$ cat src/rtl/fos_inverse_seq.sv
// fos_inverse_seq
//   Inverse (analysis) first-order section. Takes the output y of the forward
//   section y[n] = x[n-1] - x[n-2] - a1*y[n-1] and rebuilds the excitation:
//     x = x_prev + y_in + ((a1 * y_prev) >>> FRAC)
//   The product is formed by a sequential radix-4 Booth multiplier that
//   retires one recoded digit per cycle.
//
// Ports
//   clk        rising-edge clock
//   reset      synchronous, active-high
//   in_valid_i / in_ready  -> in_valid / in_ready : input handshake
//   y_in       signed filtered sample
//   a1         signed feedback coefficient, Q(WIDTH-FRAC).FRAC
//   flush      clear x_prev / y_prev (acted on in IDLE only)
//   out_valid / out_ready  : output handshake
//   x_out      signed reconstructed sample, held until transferred
//   busy       high whenever the block is not IDLE
module fos_inverse_seq #(
  parameter int WIDTH = 32,
  parameter int FRAC  = 30
) (
  input  logic                    clk,
  input  logic                    reset,
  input  logic                    in_valid,
  output logic                    in_ready,
  input  logic signed [WIDTH-1:0] y_in,
  input  logic signed [WIDTH-1:0] a1,
  input  logic                    flush,
  output logic                    out_valid,
  input  logic                    out_ready,
  output logic signed [WIDTH-1:0] x_out,
  output logic                    busy
);

  localparam int HW   = WIDTH + 2;        // accumulator half incl. Booth guard bits
  localparam int PW   = 2 * WIDTH + 2;    // full product register
  localparam int NDIG = WIDTH / 2;        // radix-4 digits per multiply
  localparam int CW   = (NDIG > 1) ? $clog2(NDIG) : 1;

  typedef enum logic [1:0] {
    S_IDLE,
    S_MUL,
    S_ACC,
    S_OUT
  } state_t;

  state_t                  state_q;
  logic signed [WIDTH-1:0] x_prev_q;
  logic signed [WIDTH-1:0] y_prev_q;
  logic signed [WIDTH-1:0] y_cur_q;
  logic signed [WIDTH-1:0] x_out_q;
  logic signed [HW-1:0]    mcand_q;
  logic [PW-1:0]           prod_q;
  logic [PW-1:0]           prod_d;
  logic                    booth_lsb_q;
  logic [CW-1:0]           cnt_q;
  logic                    in_ready_q;
  logic                    out_valid_q;
  logic                    busy_q;

  logic signed [HW-1:0]    hi_sum;
  logic signed [WIDTH-1:0] p_trunc;
  logic signed [WIDTH-1:0] x_new;

  // Add one recoded Booth digit times the multiplicand to the upper half.
  // Digit from {b(2i+1), b(2i), b(2i-1)}: 0, +1, +1, +2, -2, -1, -1, 0.
  function automatic logic signed [HW-1:0] booth_step(
    input logic signed [HW-1:0] acc,
    input logic [2:0]           bits,
    input logic signed [HW-1:0] m
  );
    logic signed [HW-1:0] r;
    r = acc;
    case (bits)
      3'b001, 3'b010: r = acc + m;
      3'b011:         r = acc + (m <<< 1);
      3'b100:         r = acc - (m <<< 1);
      3'b101, 3'b110: r = acc - m;
      default:        r = acc;
    endcase
    return r;
  endfunction

  always_comb begin
    hi_sum  = booth_step($signed(prod_q[PW-1:WIDTH]), {prod_q[1:0], booth_lsb_q}, mcand_q);
    // Arithmetic right shift of the whole register by one digit (2 bits);
    // the consumed multiplier bits fall off the bottom.
    prod_d  = {{2{hi_sum[HW-1]}}, hi_sum, prod_q[WIDTH-1:2]};
    // Taking bits [FRAC+WIDTH-1:FRAC] is a floor shift followed by wrap.
    p_trunc = $signed(prod_q[FRAC+WIDTH-1:FRAC]);
    x_new   = x_prev_q + y_cur_q + p_trunc;
  end

  always_ff @(posedge clk) begin
    if (reset) begin
      state_q     <= S_IDLE;
      x_prev_q    <= '0;
      y_prev_q    <= '0;
      x_out_q     <= '0;
      out_valid_q <= 1'b0;
      busy_q      <= 1'b0;
      in_ready_q  <= 1'b1;
    end else begin
      case (state_q)
        S_IDLE: begin
          if (in_valid && in_ready_q) begin
            y_cur_q     <= y_in;
            // Multiplier lives in the low half and is consumed as it shifts out.
            prod_q      <= {{(WIDTH + 2){1'b0}}, a1};
            booth_lsb_q <= 1'b0;
            cnt_q       <= '0;
            // A simultaneous flush clears history first, so the product sees 0.
            if (flush) begin
              mcand_q  <= '0;
              x_prev_q <= '0;
              y_prev_q <= '0;
            end else begin
              mcand_q  <= {{2{y_prev_q[WIDTH-1]}}, y_prev_q};
            end
            in_ready_q  <= 1'b0;
            busy_q      <= 1'b1;
            state_q     <= S_MUL;
          end else if (flush) begin
            x_prev_q <= '0;
            y_prev_q <= '0;
          end
        end
        S_MUL: begin
          prod_q      <= prod_d;
          booth_lsb_q <= prod_q[1];
          cnt_q       <= cnt_q + CW'(1);
          if (cnt_q == CW'(NDIG - 1)) begin
            state_q <= S_ACC;
          end
        end
        S_ACC: begin
          x_out_q     <= x_new;
          x_prev_q    <= x_new;
          y_prev_q    <= y_cur_q;
          out_valid_q <= 1'b1;
          state_q     <= S_OUT;
        end
        S_OUT: begin
          if (out_ready) begin
            out_valid_q <= 1'b0;
            busy_q      <= 1'b0;
            in_ready_q  <= 1'b1;
            state_q     <= S_IDLE;
          end
        end
        default: begin
          state_q <= S_IDLE;
        end
      endcase
    end
  end

  assign in_ready  = in_ready_q;
  assign out_valid = out_valid_q;
  assign busy      = busy_q;
  assign x_out     = x_out_q;

endmodule

$ cat config.mk
export PLATFORM = sky130hd
export DESIGN_NAME = fos_inverse_seq
export DESIGN_NICKNAME = d
export VERILOG_FILES = /design/src/rtl/fos_inverse_seq.sv
export SDC_FILE = /design/constraint.sdc
export NUM_CORES = 1
export LEC_CHECK = 0
export ABC_CLOCK_PERIOD_IN_PS = 6200
export CAP_MARGIN = 20
export CORE_ASPECT_RATIO = 1.2
export CORE_MARGIN = 5
export CORE_UTILIZATION = 30
export DETAILED_ROUTE_END_ITERATION = 12
export GPL_TIMING_DRIVEN = 0
export PLACE_DENSITY_LB_ADDON = 0.1
export SETUP_SLACK_MARGIN = 0.15
export SYNTH_ARGS = -nofsm -noshare
export SYNTH_HDL_FRONTEND = slang
export SYNTH_SLANG_ARGS = --single-unit
$ cat constraint.sdc
create_clock -name clk -period 6.2 [get_ports clk]
set_input_delay 0.62 -clock clk [delete_from_list [all_inputs] [get_ports clk]]
set_output_delay 0.62 -clock clk [all_outputs]
set_load 0.1 [all_outputs]
# Yosys cells after proc, flatten, opt, wreduce, memory -nomap -nowiden
# Cells that the tools add are included.
word_totals:
  register_bits: 236
  latch_bits: 0
  ram_bits: 0
  romBits: 0
  in_bits: 69
  output_inout_bits: 35
  elab_cells: 68
  n_memories: 0
op_classes:
  add_sub_neg: 7
  multipliers: 0
  div_mod_pow: 0
  order_cmp: 0
  eq_ne: 14
  n_shift: 0
  n_mux: 20
  n_bitwise: 1
  n_reduce_logical: 14
op_table:
  columns: ["operator", "n"]
  rows:
  - ["$pmux W34 S4", 1]
  - ["$pmux W66 S2", 1]
  - ["$pmux W32 S2", 2]
  - ["$mux W66", 1]
  - ["$add A32 B32 Y32", 2]
  - ["$add A34 B32 Y34", 1]
  - ["$add A34 B33 Y34", 1]
  - ["$sub A34 B32 Y34", 1]
  - ["$sub A34 B33 Y34", 1]
  - ["$mux W32", 1]
  - ["$reduce_and A3 Y1", 4]
  - ["$eq A3 B3 Y1 const B", 3]
  - ["$ne A2 B2 Y1 const B", 4]
  - ["$pmux W1 S2", 4]
  - ["$pmux W2 S4", 1]
  - ["$pmux W4 S2", 1]
  - ["$reduce_bool A2 Y1", 4]
  - ["$eq A3 B2 Y1 const B", 2]
  - ["$mux W2", 3]
  - ["$add A4 B1 Y4 const B", 1]
  - ["$eq A2 B2 Y1 const B", 2]
  - ["$eq A4 B4 Y1 const B", 1]
  - ["$mux W1", 4]
  - ["$mux W4", 1]
  - ["7 further kinds", 9]

# Depth between registers and ports, before layout
logic_depth:
  ltp_word: 4
  ltp_mapped: 21
  ltp_nobuf: 20

# Least setup slack after synthesis
# Ideal clock, no wire load.
synth_timing:
  kind: "flip-flop to flip-flop"
  startpoint: "register in_ready_q, in the netlist in_ready"
  endpoint: "register booth_lsb_q (enable)"
  setup_time_ns: 0.519
  arrival_time_ns: 4.589
  t_required_ns: 5.681
  path_slack_ns: 1.092
  path_stages_with_launch: 3
  path_buffers: 0
  period_less_slack_ns: 5.108
  path_cell_list: "dfxtp_1 nand3_1 a21oi_1"
synth_via:
  elab_chain_len: 3
synth_lines:
  columns: ["item", "line_no", "rtl"]
  rows:
  - ["start: declaration", "57", "logic in_ready_q;"]
  - ["start signal: assignment", "102", "in_ready_q <= 1'b1;"]
  - ["start signal: assignment", "120", "in_ready_q <= 1'b0;"]
  - ["start signal: assignment", "147", "in_ready_q <= 1'b1;"]
  - ["$logic_and A1 B1 Y1", "106", "if (in_valid && in_ready_q) begin"]
  - ["$ne A2 B2 Y1 (no source line)", null, null]
  - ["$reduce_and A3 Y1 (no source line)", null, null]
  - ["end signal: assignment", "130", "booth_lsb_q <= prod_q[1];"]
  - ["end: declaration", "55", "logic booth_lsb_q;"]
# No other way between the ends.
# A chain may end at the register's enable or synchronous reset.

# Worst setup path in the final report
layout_timing:
  startpoint: "register prod_q[0]"
  endpoint: "register prod_q[62], data pin"
layout_via:
  elab_chain_len: 4
  elab_cells_between_ends: 10
  cone_classes: "6 x eq/ne; 2 x mux; 2 x reduce/logical"
layout_lines:
  columns: ["item", "line_no", "rtl"]
  rows:
  - ["start: declaration", "53", "logic [PW-1:0] prod_q;"]
  - ["start signal: assignment", "109", "prod_q <= {{(WIDTH + 2){1'b0}}, a1};"]
  - ["start signal: assignment", "129", "prod_q <= prod_d;"]
  - ["$eq A3 B3 Y1 (tied with other cells)", "74", "case (bits)"]
  - ["$reduce_or A2 Y1", "74", null]
  - ["$pmux W34 S4 *", "74", null]
  - ["$pmux W66 S2 *", "104", "case (state_q)"]
# Every way passes the cells marked *; elsewhere a longest branch is shown, timed or not.

==> key figures <==
Run status
  – Status: finished clean

Global routing
  – GRT Total Usage: 18.71%
  – First-pass GRT wire length: 83,630 um
  – Gr ovfl total: 0
  – Vias in the first global route: 13,580
  – Largest net degree at the start of global routing: 33
  – Antenna violations before repair: 0

Detailed routing
  – Post-DR wirelength/cell: 21.25 um
  – Drt via density: 5.160
  – Post-DRT Antenna Nets: 0
  – Final WL: 54,880 um
  – Post-route DRC violation count: 0
  – DR vias: 13,330
  – Detailed Route Iter0 Violations: 836
  – Drt pass-1 iters: 5

Logic synthesis
  – Cell taking the most area after synthesis: edfxtp_1
  – EDFF count, synth: 133
  – Netlist cell types: 71
  – Yosys top cell area share: 25.12%
  – Syn_nets: 1,922
  – Syn Inst Count: 1,718
  – Post-synthesis cell area: 15,900 um^2
  – Yosys reg bits: 234
  – Seq/Total Area, Yosys: 37.83%
  – Async S/R FF share, synth: 0%
  – Synth warn: 0
  – Largest cells by area after synthesis: edfxtp_1 (25%), dfxtp_1 (13%), ha_1 (7.9%)
  – Synth Area per Inst: 9.256 um^2
  – Dominant synthesized flop cell: edfxtp_1

Floorplan
  – Core area: 52,490 um^2
  – Die width: 220.2 um
  – # rows: 92
  – Ports: 104
  – Die height: 262.2 um
  – Die area: 57,730 um^2
  – Starting Density: 30.29%

Placed design
  – Pre-CTS setup slack: -0.4682 ns
  – Port Buffers: 103
  – Gpl congestion: 0.8741
  – Final HPWL DP: 43,450 um

Finish
  – Share of cells above drive strength 1: 4.899%
  – Multi-input gate area: 9485 um^2
  – Diode count: 0
  – FF+latch area: 6016 um^2
  – P&R area growth vs syn: 18.64%
  – Nets: 2,061
  – FILL cells: 5,449

Clocking
  – CTS Sinks: 234
  – Post-cts hold buffer count: 0
  – CTS tree: done
  – Root buffer cell: clkbuf_16
  – Max Buffers Root-to-Sink: 3
  – Clock H-tree levels: 1
  – Clk_lat worst skew: 0.59 ns
  – Number of buffers created by CTS: 28
  – Register clock-pin slew on the reported worst setup and hold paths: 0.06 ns

STA
  – Setup TNS: 0 ns
  – Max Clk Rate: 173.2 MHz
  – Clk_skew: 0.03725 ns
  – Fin. max-slew vios: 0
  – Final period utilization: 93.14%
  – Finish-stage setup viols: 0
  – Worst slew margin: 29.60%
  – Worst Tran Pin Value: 1.045 ns
  – Period minus WS final: 5.775 ns
  – RSZ-0062 raised after global routing: false
  – Final Hold Vio Count: 0
  – PnR worst setup slack: 0.4252 ns

Setup path
  – Setup CP Type: reg2reg
  – Crit path capture type: flip-flop
  – Worst Path Required: 6.60 ns
  – Worst-path maximum fanout: 10
  – Startpoint Class: flip-flop
  – Critical Path AT: 6.17 ns

Power and ir drop
  – Sequential share of power: 24.2%
  – Combinational share of power: 58.7%
  – Peak supply drop: 0.2566 mV
  – Sw power: 0.004521 W
  – Switching Share: 48.06%
  – Internal Power: 0.004887 W
  – Leak Pwr: 6.980 nW
  – Power per Cell Area: 498.6 nW/um^2
  – Clock Power Share: 17.1%

Hold path
  – Hold crit path type: reg2reg

Flow run
  – # Max-Cap Violations: 0
[sequential cells by signal, indices dropped and copies added, names as in the netlist, 2 cells and up]
signal    flops
y_cur_q      32
state_q       2
x_prev_q     32
x_out        32
y_prev_q     32
prod_q       64
cnt_q         4
mcand_q      32
[worst max-delay path, stage by stage (launching register included)]
cell and delay [ns]:
edfxtp_1 0.48, xor2_2 0.61, and2_1 0.22, clkbuf_1 0.42, buf_1 0.71, nor2_1 0.11, xnor2_1 0.19, ha_1 0.38
nand2b_1 0.11, a21oi_1 0.26, o21ai_0 0.22, o211ai_1 0.34, o21ai_1 0.31, o31ai_1 0.45, nand3_1 0.25, or3_1 0.35
a31oi_1 0.16
[layer usage]
layer  wire (um)  GRT usage [%]  vias to the layer above
li1            -              -                     6532
met1       23650          23.92                     6423
met2       27440          32.68                      286
met3        1924          1.995                       88
met4        1876          6.479                        0
met5           0              0                        -
[cells in the final DEF (no fill, tap or decap), types with 30 or more instances in the layout]
cell type        netlist  final
xor2_1                61     60
a21o_1                46     46
a21oi_1              160    159
edfxtp_1             133    133
dfxtp_1              101    101
clkbuf_1              66     78
ha_1                 101    101
nor2b_1               50     50
nand3_1               81     81
fa_1                  34     34
o21ai_0               72     70
clkbuf_16              0     30
nor2_1               137    136
inv_1                 36     36
mux2_2                32     32
clkdlybuf4s50_1        0    103
nand2_1              161    161
xnor2_1               80     80
[power by group through the flow]
stage / logic, W / registers, W / clock network (W)
final: 0.00553 / 0.00227 / 0.00161
after global routing: 0.00605 / 0.00231 / 0.00173
after CTS: 0.00555 / 0.00228 / 0.00167
after detailed placement: 0.00551 / 0.00231 / 0
after global placement: 0.00544 / 0.00235 / 0
after floorplan: 0.00348 / 0.00264 / 0
[area by class of cell]
class,count,area share [%]
clock buffer,44,4.331
clock inverter,7,0.2587
buffer,81,1.638
multi-input combinational,1366,50.28
tap,705,4.676
timing repair buffer,109,6.194
sequential,234,31.89
inverter,37,0.7362
[metrics by stage]
| stage | area, um^2 | utilization (%) | total power (W) | hold WS (ns) | std cells |
|---|---|---|---|---|---|
| after global routing | 18870 | 35.94 | 0.01009 | 0.4603 | 2583 |
| after CTS | 18850 | 35.91 | 0.009500 | 0.4473 | 2583 |
| after floorplan | 15900 | - | 0.006122 | 0.4274 | 1718 |
| final | 18870 | 35.94 | 0.009407 | 0.4442 | 2583 |
| after detailed placement | 17970 | 34.24 | 0.007812 | 0.4409 | 2532 |
| after global placement | 17810 | 33.94 | 0.007791 | 0.4354 | 2526 |
[logic make-up (layout without fill, tap and decap cells)]
logic type	count (synthesis)	after routing	share of synthesized area, %
AOI/OAI and AO/OA	454	454	18.12
buffers and inverters	118	278	2.809
DFF	234	234	37.83
adders and majority gates	135	135	12.23
xor gates and xnor gates	141	141	7.766
and+or+nand+nor	588	588	17.97
muxes	48	48	3.273
[cells in the mapped netlist, types with 29 or more instances]
cell and count:
xor2_1 61, nand3_1 81, ha_1 101, nor2b_1 50, dfxtp_1 101, nand2b_1 29
edfxtp_1 133, fa_1 34, nor3_1 29, inv_1 36, a21o_1 46, clkbuf_1 66
mux2_2 32, xnor2_1 80, nand2_1 161, nor2_1 137, a21oi_1 160, o21ai_0 72
[path summary, 6_finish.rpt]
path          startpoint     endpoint  slack [ns]  depth (start not counted)
max            prod_q[0]   prod_q[62]        0.43                         16
min          y_prev_q[8]  y_prev_q[8]        0.44                          2
max reg2reg    prod_q[0]   prod_q[62]        0.43                         16
min reg2reg  y_prev_q[8]  y_prev_q[8]        0.44                          2
[what timing repair did]
item	in CTS	in global routing
setup endpoints to repair	10	10
setup buffers	0	0
gates resized for setup	3	4
Note: power is estimated with default switching activity, not from simulation.
